`config.mk`:
```
export PLATFORM = sky130hd
export DESIGN_NAME = lane_sum_pipe
export DESIGN_NICKNAME = d
export VERILOG_FILES = /design/src/rtl/lane_sum_pipe.sv
export SDC_FILE = /design/constraint.sdc
export NUM_CORES = 1
export LEC_CHECK = 0
export ABC_CLOCK_PERIOD_IN_PS = 2890
export BUFFER_PORTS_ARGS = -buffer_cell sky130_fd_sc_hd__buf_4
export CORE_MARGIN = 5
export CORE_UTILIZATION = 55
export DETAILED_ROUTE_END_ITERATION = 12
export PLACE_DENSITY = 0.89
export SKIP_CTS_REPAIR_TIMING = 1
export SLEW_MARGIN = 0
export SYNTH_ARGS = -nofsm -noshare
export SYNTH_HDL_FRONTEND = slang
export SYNTH_SLANG_ARGS = --single-unit
```
`constraint.sdc`:
```
create_clock -name clk -period 2.89 [get_ports clk]
set_input_delay 0 -clock clk [delete_from_list [all_inputs] [get_ports clk]]
set_output_delay 0 -clock clk [all_outputs]
set_load 0.005 [all_outputs]
```
`src/rtl/lane_sum_pipe.sv`:
```
// Streaming lane reducer: splits a packed word into LANES unsigned W-bit lanes and sums
// them through a registered binary adder tree with valid/ready flow control.
module lane_sum_pipe #(
    parameter int W        = 32,
    parameter int LANES    = 2,
    parameter int SATURATE = 0,
    localparam int LEVELS  = $clog2(LANES)
) (
    input  logic               clk,
    input  logic               rst_n,
    input  logic               in_valid,
    output logic               in_ready,
    input  logic [LANES*W-1:0] in_data,
    output logic               out_valid,
    input  logic               out_ready,
    output logic [W-1:0]       out_data,
    output logic               out_overflow
);

    // Stage 0 holds the raw lanes; stage k holds LANES>>k partial sums.
    // Entries beyond a level's width stay zero and are never read.
    logic [LEVELS:0] valid;
    logic [W-1:0]    data [LEVELS+1][LANES];
    logic            ovf  [LEVELS+1][LANES];
    logic            advance;

    function automatic logic [W-1:0] node_sum(input logic [W-1:0] a, input logic [W-1:0] b);
        logic [W:0] s;
        s = {1'b0, a} + {1'b0, b};
        if (SATURATE != 0 && s[W]) begin
            return '1;
        end
        return s[W-1:0];
    endfunction

    function automatic logic node_carry(input logic [W-1:0] a, input logic [W-1:0] b);
        logic [W:0] s;
        s = {1'b0, a} + {1'b0, b};
        return s[W];
    endfunction

    // The whole pipe freezes only when the output word is offered but not taken.
    assign advance  = ~(out_valid & ~out_ready);
    assign in_ready = advance;

    always_ff @(posedge clk) begin
        // NOTE: every register here is state, so only non-blocking assignments; blocking
        // ones would let a later stage see this cycle's update of an earlier one.
        if (!rst_n) begin
            // NOTE: data registers are reset as well as valid bits so the outputs read
            // zero straight after reset instead of stale in-flight values.
            valid <= '0;
            for (int k = 0; k <= LEVELS; k++) begin
                for (int j = 0; j < LANES; j++) begin
                    data[k][j] <= '0;
                    ovf[k][j]  <= 1'b0;
                end
            end
        end else if (advance) begin
            valid[0] <= in_valid;
            for (int j = 0; j < LANES; j++) begin
                data[0][j] <= in_valid ? in_data[j*W +: W] : '0;
                ovf[0][j]  <= 1'b0;
            end
            for (int k = 1; k <= LEVELS; k++) begin
                valid[k] <= valid[k-1];
                for (int j = 0; j < LANES / 2; j++) begin
                    if (valid[k-1] && j < (LANES >> k)) begin
                        data[k][j] <= node_sum(data[k-1][2*j], data[k-1][2*j+1]);
                        ovf[k][j]  <= node_carry(data[k-1][2*j], data[k-1][2*j+1])
                                      | ovf[k-1][2*j] | ovf[k-1][2*j+1];
                    end else begin
                        data[k][j] <= '0;
                        ovf[k][j]  <= 1'b0;
                    end
                end
                for (int j = LANES / 2; j < LANES; j++) begin
                    data[k][j] <= '0;
                    ovf[k][j]  <= 1'b0;
                end
            end
        end
    end

    assign out_valid    = valid[LEVELS];
    assign out_data     = data[LEVELS][0];
    assign out_overflow = ovf[LEVELS][0];

endmodule

```
==> impl_metrics.json, run 1 <==
{
  "path_delay_family": "compound AO/OA/AOI/OAI gates",
  "critical_path_buf_inv_count": 0,
  "synth_cells": 488,
  "fillers": 555,
  "fin_ws_ns": 0.0786,
  "design.portCount": 103,
  "final_util_pct": 75.1,
  "synth.avg_cell_area_um2": 10.5,
  "layout_common_cells": "buf_4 (109), and2_1 (65), dlygate4sd3_1 (65), edfxtp_1 (64), nand2_1 (46)",
  "critPathCaptureType": "flip-flop",
  "powerDensity_mw_per_mm2": 424,
  "multi_input_area_mm2": 0.00241,
  "vias": 4347,
  "outcome": "complete, no violations",
  "tns_ns": 0,
  "gr-usage-all-layers_pct": 19.7,
  "antenna_found_initial": 0,
  "fin_crit_ns": 2.81,
  "yosysUniqueCellTypes": 46,
  "crit_type": "flip-flop to flip-flop",
  "min_path_type": "primary input to flip-flop",
  "fin_hold_ws_ns": 0.127,
  "die_x_um": 106,
  "clkSinkCount": 99,
  "drc": 0,
  "p_int_mw": 2.17,
  "via_per_inst": 5.66,
  "fp.coreArea_mm2": 0.00915,
  "path_clk_slew_ns": 0.10,
  "overflow": 0,
  "muxShareOfSynthArea_pct": 0.196,
  "routed_wl_um": 12700,
  "switching_power_mw": 0.750,
  "cts-root-buf": "clkbuf_8",
  "cts_buffer_depth": 2,
  "final_common_cell": "buf_4",
  "port_buffers": 102,
  "tightest_slew_ns": 0.535,
  "cts_tree": "done",
  "cp.required_ns": 3.15,
  "fmax_mhz": 356,
  "synth-edff-count": 64,
  "synthXorXnorAreaFrac_pct": 4.45,
  "ys_ff_latch": 99,
  "critPathMaxStageDelay_ns": 0.48,
  "ys.flop_type": "edfxtp_1",
  "yosysWarnings": 0,
  "fin_crit_sh_pct": 97.3,
  "regArea_mm2": 0.00262,
  "relSlewSlack_pct": 64.3,
  "cap_violations": 0,
  "grt_pass1_wl_um": 18100,
  "yosys.area_share.simple_pct": 17.7,
  "htreeDepth": 3,
  "gr-usage-met3_pct": 2.98,
  "initial_core_util_pct": 55.9,
  "cp_max_fo": 3,
  "grt_use_met2_pct": 34.1,
  "drt-wirelength-per-cell_um": 16.5,
  "gp_congestion": 0.862,
  "place_ws_ns": 0.126,
  "startpoint_type": "flip-flop",
  "critical_path_arrival_ns": 3.07,
  "power_frac_seq_pct": 55.0,
  "crit_chain": "ha_1 -> a211oi_1 -> o211ai_1 -> nand3_1 -> nand3_1 -> a211oi_1 -> o221ai_1 -> xnor2_1 -> o21ai_0",
  "die_h_um": 106,
  "dr.pass1.iters": 7,
  "synth_top_family_by_area": "simple AND/OR/NAND/NOR gates",
  "hold_violations": 0,
  "ys_seq_area_share_pct": 51.2,
  "cp_slowest_cell": "a211oi_1",
  "synth_compound_area_share_pct": 16.1,
  "vdd_drop_max_v": 0.000225,
  "syn2layout_area_growth_pct": 34.2,
  "dp_hpwl_um": 8230,
  "antenna_cells": 0,
  "dp_cells": 685,
  "synthArstFlopShare_pct": 0,
  "rows": 35,
  "synth_area_mm2": 0.00512,
  "final_cells": 768,
  "dieArea_mm2": 0.0113,
  "combPwrFrac_pct": 16.2,
  "p_clk_share_pct": 28.8,
  "grt_pass1_vias": 3865,
  "numCtsBuffers": 9,
  "fin_worst_skew_ns": 0.0124,
  "drv_slew": 0,
  "swShare_pct": 25.7,
  "ant_nets": 0,
  "drt_iter0_drc": 285,
  "power.leakage_nw": 2.97,
  "busiest_layer": "met2",
  "layout-drive-gt1-share_pct": 20.9,
  "grt_max_degree": 66,
  "synth_fa_ha_area_share_pct": 8.21,
  "nets": 753,
  "synth_fp_nets": 589,
  "clk_latency_ns": 0.37,
  "grtUsageMet1_pct": 24.6,
  "finalSetupViolCount": 0
}
==> cell usage after synthesis, types with 5 or more instances <==
cell	n	area share, %
nor3_1	5	0.49
nand4_1	10	1.2
o21a_1	8	1.2
nand2_1	46	3.4
a21o_1	11	1.6
a21oi_1	33	3.2
inv_1	5	0.37
xor2_1	12	2.1
and2_1	65	7.9
dfxtp_1	35	14
edfxtp_1	64	38
a22oi_1	8	1.2
a21boi_0	5	0.73
clkbuf_1	21	1.5
xnor2_1	14	2.4
nor2_1	17	1.2
nor2b_1	10	1.2
nand3_1	8	0.78
o21ai_0	32	3.1
ha_1	32	7.8
a31oi_1	5	0.61
o21bai_1	7	1.0
==> cell families after synthesis <==
family	after synthesis
DFF	99
buffers and inverters	28
and+or+nand+nor	172
adders and majority gates	33
AOI/OAI and AO/OA	129
muxes	1
xor gates and xnor gates	26
==> layout make-up <==
class                      count  share of cell area, %
multi-input combinational    361                   35.1
clock buffer                  10                   2.00
timing repair buffer         175                   21.7
clock inverter                 6                  0.692
tap                          111                   2.02
sequential                    99                   38.2
inverter                       6                  0.328
==> sequential cells by signal (all words and copies together) (netlist names) <==
signal	count
valid	2
ovf	1
data	96
==> worst paths after layout <==
| check | slack, ns | to | cells after the start | startpoint |
|---|---|---|---|---|
| worst max-delay path | 0.08 | data[1][59] | 9 | data[0][1] |
| worst min register to register | 0.46 | data[1][58] | 2 | data[1][58] |
| worst min-delay path | 0.13 | data[1][33] | 5 | out_ready |
| worst max register to register | 0.08 | data[1][59] | 9 | data[0][1] |
==> power by group through the flow <==
| stage | Sequential (mW) | Combinational [mW] | Clock (mW) |
|---|---|---|---|
| floorplan | 1.62 | 0.238 | 0 |
| global placement | 1.63 | 0.374 | 0 |
| detailed placement | 1.63 | 0.385 | 0 |
| CTS | 1.60 | 0.388 | 0.842 |
| global route | 1.61 | 0.518 | 0.899 |
| finish | 1.60 | 0.474 | 0.838 |
==> through the flow <==
step | cell area, µm² | total power [mW]
global route | 6870 | 3.03
global placement | 6000 | 2.00
CTS | 6180 | 2.83
finish | 6870 | 2.91
floorplan | 5120 | 1.86
detailed placement | 6000 | 2.02
==> per-layer routing <==
layer / vias to the layer above / routed length, µm
li1: 2087 / -
met1: 2029 / 5080
met2: 186 / 6530
met3: 45 / 632
met4: 0 / 453
met5: - / 0
==> worst min-delay path, stage by stage <==
cell and delay (ns):
buf_4 0.08, nor2b_1 0.03, buf_4 0.19, nand2_1 0.08, a21boi_0 0.06
(Power assumes the default switching activity.)
==> run 2, diff against run 1 <==
--- a/config.mk
+++ b/config.mk
@@ -10,6 +10,7 @@
 export CORE_MARGIN = 5
 export CORE_UTILIZATION = 55
 export DETAILED_ROUTE_END_ITERATION = 12
+export GPL_TIMING_DRIVEN = 0
 export PLACE_DENSITY = 0.89
 export SKIP_CTS_REPAIR_TIMING = 1
 export SLEW_MARGIN = 0
==> run 2 against run 1 <==
Clock power up 2%. Clock skew up 0.0011 ns. Flip-flop and latch count unchanged. Hold slack improved by 0.11 ns. Count of clock-buffer cells in the layout is 1 lower. Sequential share of layout area down 0.24 points. Design area is 0.64% higher. Wire length grew 3.0%.
==> impl_metrics.json, run 2 (same netlist as run 1, synthesis figures left out) <==
{
  "outcome": "complete, no violations",
  "cp_max_fo": 3,
  "regMostFlops": "data",
  "port_buffers": 102,
  "final_common_cell": "buf_4",
  "critical_path_arrival_ns": 2.96,
  "grt_use_met2_pct": 36.6,
  "gr-usage-all-layers_pct": 21.0,
  "design.portCount": 103,
  "fmax_mhz": 369,
  "gp_congestion": 0.899,
  "drt-wirelength-per-cell_um": 16.7,
  "tightest_slew_ns": 0.582,
  "dr.pass1.iters": 4,
  "fp.coreArea_mm2": 0.00915,
  "cts-root-buf": "clkbuf_8",
  "grt_max_degree": 41,
  "routed_wl_um": 13100,
  "numCtsBuffers": 9,
  "layout_common_cells": "buf_4 (103), and2_1 (65), dlygate4sd3_1 (65), edfxtp_1 (64), nand2_1 (46)",
  "die_x_um": 106,
  "cp.required_ns": 3.15,
  "critPathCaptureType": "flip-flop",
  "regArea_mm2": 0.00262,
  "vias": 4327,
  "rows": 35,
  "initial_core_util_pct": 55.9,
  "fin_hold_ws_ns": 0.238,
  "fillers": 599,
  "path_clk_slew_ns": 0.11,
  "stdcell_area_mm2": 0.00692,
  "fin_crit_sh_pct": 93.7,
  "grt_pass1_vias": 3989,
  "finalSetupViolCount": 0,
  "grt_pass1_wl_um": 18900,
  "die_h_um": 106,
  "busiest_layer": "met2",
  "drc": 0,
  "clkSinkCount": 99,
  "finalPower_mw": 2.93,
  "power.leakage_nw": 2.97,
  "antenna_found_initial": 0,
  "antenna_cells": 0,
  "cap_violations": 0,
  "place_area_mm2": 0.00604,
  "rsz0062_at_grt": "false",
  "cts_buffer_depth": 2,
  "powerDensity_mw_per_mm2": 424,
  "cts_tree": "done",
  "layout-drive-gt1-share_pct": 19.9,
  "drt_iter0_drc": 302,
  "gr-usage-met3_pct": 3.16,
  "startpoint_type": "flip-flop",
  "nets": 769,
  "grtUsageMet1_pct": 26.6,
  "htreeDepth": 3,
  "reg.largest.list": "data x96, valid x2, ovf x1",
  "vdd_drop_max_v": 0.000274,
  "drv_slew": 0,
  "multi_input_area_mm2": 0.00242,
  "min_path_type": "primary input to flip-flop",
  "largest_reg_flops": 96,
  "fin_worst_skew_ns": 0.0134,
  "hold_violations": 0,
  "syn2layout_area_growth_pct": 35.1,
  "dieArea_mm2": 0.0113,
  "via_per_inst": 5.52,
  "fin_crit_ns": 2.71,
  "clk_latency_ns": 0.37,
  "overflow": 0,
  "dp_hpwl_um": 8980,
  "crit_type": "flip-flop to flip-flop",
  "ant_nets": 0,
  "relSlewSlack_pct": 61.2
}
==> run 2: cell types whose count changed in the layout (fill, tap and decap cells not counted) <==
cell      change
fa_2          +1
inv_8         +1
a211oi_2      +1
o21ai_0       +1
buf_4         -6
fa_1          -1
clkbuf_1     +21
a211oi_1      -1
o21ai_1       -1
buf_2         +1
clkbuf_8      -1
==> run 2: area by class of cell <==
type / instances / area share [%]
Buffer: 22 / 1.21
Clock buffer: 9 / 1.79
Clock inverter: 7 / 0.850
Inverter: 6 / 0.326
Multi-Input combinational cell: 361 / 35.0
Sequential cell: 99 / 37.9
Tap cell: 111 / 2.01
Timing Repair Buffer: 169 / 20.9
==> run 2: worst paths after layout <==
| path | startpoint | endpoint | slack, ns | cells past startpoint |
|---|---|---|---|---|
| max | data[0][1] | data[1][59] | 0.18 | 9 |
| min | out_ready | valid[1] | 0.24 | 4 |
| max reg2reg | data[0][1] | data[1][59] | 0.18 | 9 |
| min reg2reg | data[1][62] | data[1][62] | 0.46 | 2 |
==> run 2: power by group <==
part           leakage, nW  switching, mW  internal, mW
logic                 1.84          0.232         0.251
registers             1.04         0.0291          1.57
clock network       0.0921          0.525         0.327
==> run 2: per-stage QoR <==
stage          TNS, ns  instances  util (%)  setup WS [ns]
5_1_grt              0        784      75.6         0.0530
6_report             0        784      75.6          0.183
4_1_cts              0        718      68.0         0.0502
3_3_place_gp    -26.19        701      65.8         -0.413
2_1_floorplan        0        488         -          0.195
3_5_place_dp         0        702      66.0         0.0768
==> run 2: worst max-delay path: stages (launching register included) <==
cell      delay (ns)
edfxtp_1        0.44
ha_1            0.33
a211oi_1        0.36
o211ai_1        0.24
nand3_1         0.13
nand3_1         0.15
a211oi_2        0.35
o221ai_1        0.26
xnor2_1         0.24
o21ai_0         0.10
==> run 2: per-layer routing <==
layer  routed length (µm)  part of all wire (%)
met4                  273                   2.1
met2                 6950                    53
met5                    0                     0
met1                 5310                    41
met3                  548                   4.2
==> run 3, diff against run 2 <==
--- a/config.mk
+++ b/config.mk
@@ -5,8 +5,9 @@
 export SDC_FILE = /design/constraint.sdc
 export NUM_CORES = 1
 export LEC_CHECK = 0
-export ABC_CLOCK_PERIOD_IN_PS = 2890
+export ABC_CLOCK_PERIOD_IN_PS = 3000
 export BUFFER_PORTS_ARGS = -buffer_cell sky130_fd_sc_hd__buf_4
+export CORE_ASPECT_RATIO = 1.25
 export CORE_MARGIN = 5
 export CORE_UTILIZATION = 55
 export DETAILED_ROUTE_END_ITERATION = 12
==> constraint.sdc (replaced) <==
create_clock -name clk -period 3 [get_ports clk]
set_input_delay 0 -clock clk [delete_from_list [all_inputs] [get_ports clk]]
set_output_delay 0 -clock clk [all_outputs]
set_load 0.005 [all_outputs]
==> run 3 against run 2 <==
Die area grew 0.11%. Utilization grew 1.2 points. Fmax decreased by 7.9%. Via count rose by 3.5%. Flip-flop and latch count did not move. Combinational power shrank 4%. Clock skew shrank 0.0021 ns. Global-route usage shrank 0.20 points. Hold slack better by 0.058 ns. Critical path type unchanged. Largest cell class unchanged.
==> impl_metrics.json, run 3 (same netlist as run 1, synthesis figures left out) <==
{
  "outcome": "complete, no violations",
  "critPathMaxStageDelay_ns": 0.45,
  "fmax_mhz": 340,
  "gp_congestion": 0.939,
  "crit_type": "flip-flop to flip-flop",
  "cp_slowest_cell": "fa_1",
  "vdd_drop_max_v": 0.000356,
  "reg.largest.list": "data x96, valid x2, ovf x1",
  "numCtsBuffers": 9,
  "via_per_inst": 5.63,
  "critPathCaptureType": "flip-flop",
  "tightest_slew_ns": 0.571,
  "rows": 39,
  "cap_violations": 0,
  "min_from": "out_ready",
  "clk_latency_ns": 0.35,
  "power.leakage_nw": 3.02,
  "layout-drive-gt1-share_pct": 19.2,
  "fin_crit_ns": 2.94,
  "cp.required_ns": 3.27,
  "dp_cells": 714,
  "final_cells": 795,
  "cts-root-buf": "clkbuf_16",
  "power_frac_seq_pct": 49.2,
  "hold_violations": 0,
  "antenna_cells": 0,
  "ant_nets": 0,
  "drc": 0,
  "overflow": 0,
  "die_h_um": 118,
  "ff2ff_setup_slack_ns": 0.06,
  "critical_path_buf_inv_count": 0,
  "rsz0062_at_grt": "false",
  "htreeDepth": 3,
  "cp_max_fo": 4,
  "routed_wl_um": 13200,
  "fp.coreArea_mm2": 0.00913,
  "relSlewSlack_pct": 61.9,
  "path_delay_family": "compound AO/OA/AOI/OAI gates",
  "dr.pass1.iters": 6,
  "finalPower_mw": 3.14,
  "largest_reg_flops": 96,
  "startpoint_type": "flip-flop",
  "r2r-start": "data[0][0]",
  "dp_hpwl_um": 8800,
  "whs_endpoint": "valid[1]",
  "cts_tree": "done",
  "vias": 4479,
  "drt-wirelength-per-cell_um": 16.6,
  "grt_pass1_vias": 4097,
  "grt_max_degree": 43,
  "antenna_found_initial": 0,
  "cts_buffer_depth": 2,
  "p_int_mw": 2.38,
  "nets": 768,
  "combPwrFrac_pct": 14.8,
  "finalSetupViolCount": 0,
  "drv_slew": 0,
  "powerDensity_mw_per_mm2": 448,
  "regMostFlops": "data",
  "critical_path_arrival_ns": 3.21,
  "grt_pass1_wl_um": 18600,
  "fin_worst_skew_ns": 0.0114,
  "clkSinkCount": 99,
  "final_util_pct": 76.8,
  "swShare_pct": 24.4,
  "drt_iter0_drc": 350,
  "layout_common_cells": "buf_4 (102), and2_1 (65), dlygate4sd3_1 (65), edfxtp_1 (64), nand2_1 (46)",
  "r2r_cells": 10,
  "min_path_type": "primary input to flip-flop",
  "design.portCount": 103,
  "path_clk_slew_ns": 0.07,
  "syn2layout_area_growth_pct": 36.9,
  "switching_power_mw": 0.765,
  "die_x_um": 96.3,
  "p_clk_share_pct": 36.1,
  "crit_chain": "ha_1 -> fa_1 -> a211oi_1 -> nor2_1 -> o31ai_2 -> o21ai_0 -> o21bai_1 -> a21oi_1 -> o21a_1 -> o31ai_1",
  "initial_core_util_pct": 56.1,
  "r2r_end": "data[1][54]",
  "final_common_cell": "buf_4",
  "fillers": 578,
  "fin_crit_sh_pct": 98.0,
  "hold_depth": 4,
  "gr-usage-all-layers_pct": 20.8,
  "dieArea_mm2": 0.0113,
  "port_buffers": 102
}
run 3: metal layers:
metal | GRT usage [%] | vias up | share of wire [%]
met1 | 24.6 | 2042 | 36
li1 | - | 2121 | -
met5 | 0 | - | 0
met3 | 3.58 | 52 | 7.8
met2 | 35.9 | 264 | 52
met4 | 9.43 | 0 | 4.0
run 3: how the worst max path moves through the flow:
stage | start | slack, ns | depth (start not counted) | end
after floorplan | valid[1] | 0.31 | 5 | data[0][0]
after global placement | valid[1] | -0.24 | 5 | data[0][8]
after detailed placement | data[0][0] | -0.01 | 10 | data[1][54]
after CTS | data[0][0] | -0.02 | 10 | data[1][54]
after global routing | data[0][0] | 0.03 | 10 | data[1][54]
final | data[0][0] | 0.06 | 10 | data[1][54]
run 3: power by group through the flow:
stage / clock network (mW) / registers, mW / logic [mW]
floorplan: 0 / 1.56 / 0.229
global placement: 0 / 1.57 / 0.363
CTS: 1.14 / 1.54 / 0.383
detailed placement: 0 / 1.57 / 0.378
finish: 1.13 / 1.54 / 0.463
global route: 1.20 / 1.55 / 0.505
run 3: stage by stage:
stage                     hold slack (ns)  TNS (ns)  worst slack (ns)  cell area, µm²
after global placement              0.281    -15.23            -0.243            6040
after CTS                         -0.0761   -0.0183           -0.0183            6350
after global routing                0.304         0            0.0254            7010
after floorplan                     0.134         0             0.305            5120
final                               0.296         0            0.0595            7010
after detailed placement            0.282  -0.00960          -0.00960            6060
run 3: cell type report:
cell class              count  area, µm²  area share [%]
clock inverters             5       41.3           0.589
clock buffers              11        253            3.61
plain buffers              22       83.8            1.20
multi-input cells         361       2390            34.2
flip-flops and latches     99       2620            37.4
inverters                   6       22.5           0.321
well taps                 123        154            2.20
repair buffers            168       1440            20.5
run 3: worst reg2reg max path, cell delays in order (launching register included):
cell      delay [ns]
edfxtp_1        0.37
ha_1            0.25
fa_1            0.45
a211oi_1        0.32
nor2_1          0.17
o31ai_2         0.40
o21ai_0         0.21
o21bai_1        0.24
a21oi_1         0.11
o21a_1          0.18
o31ai_1         0.17
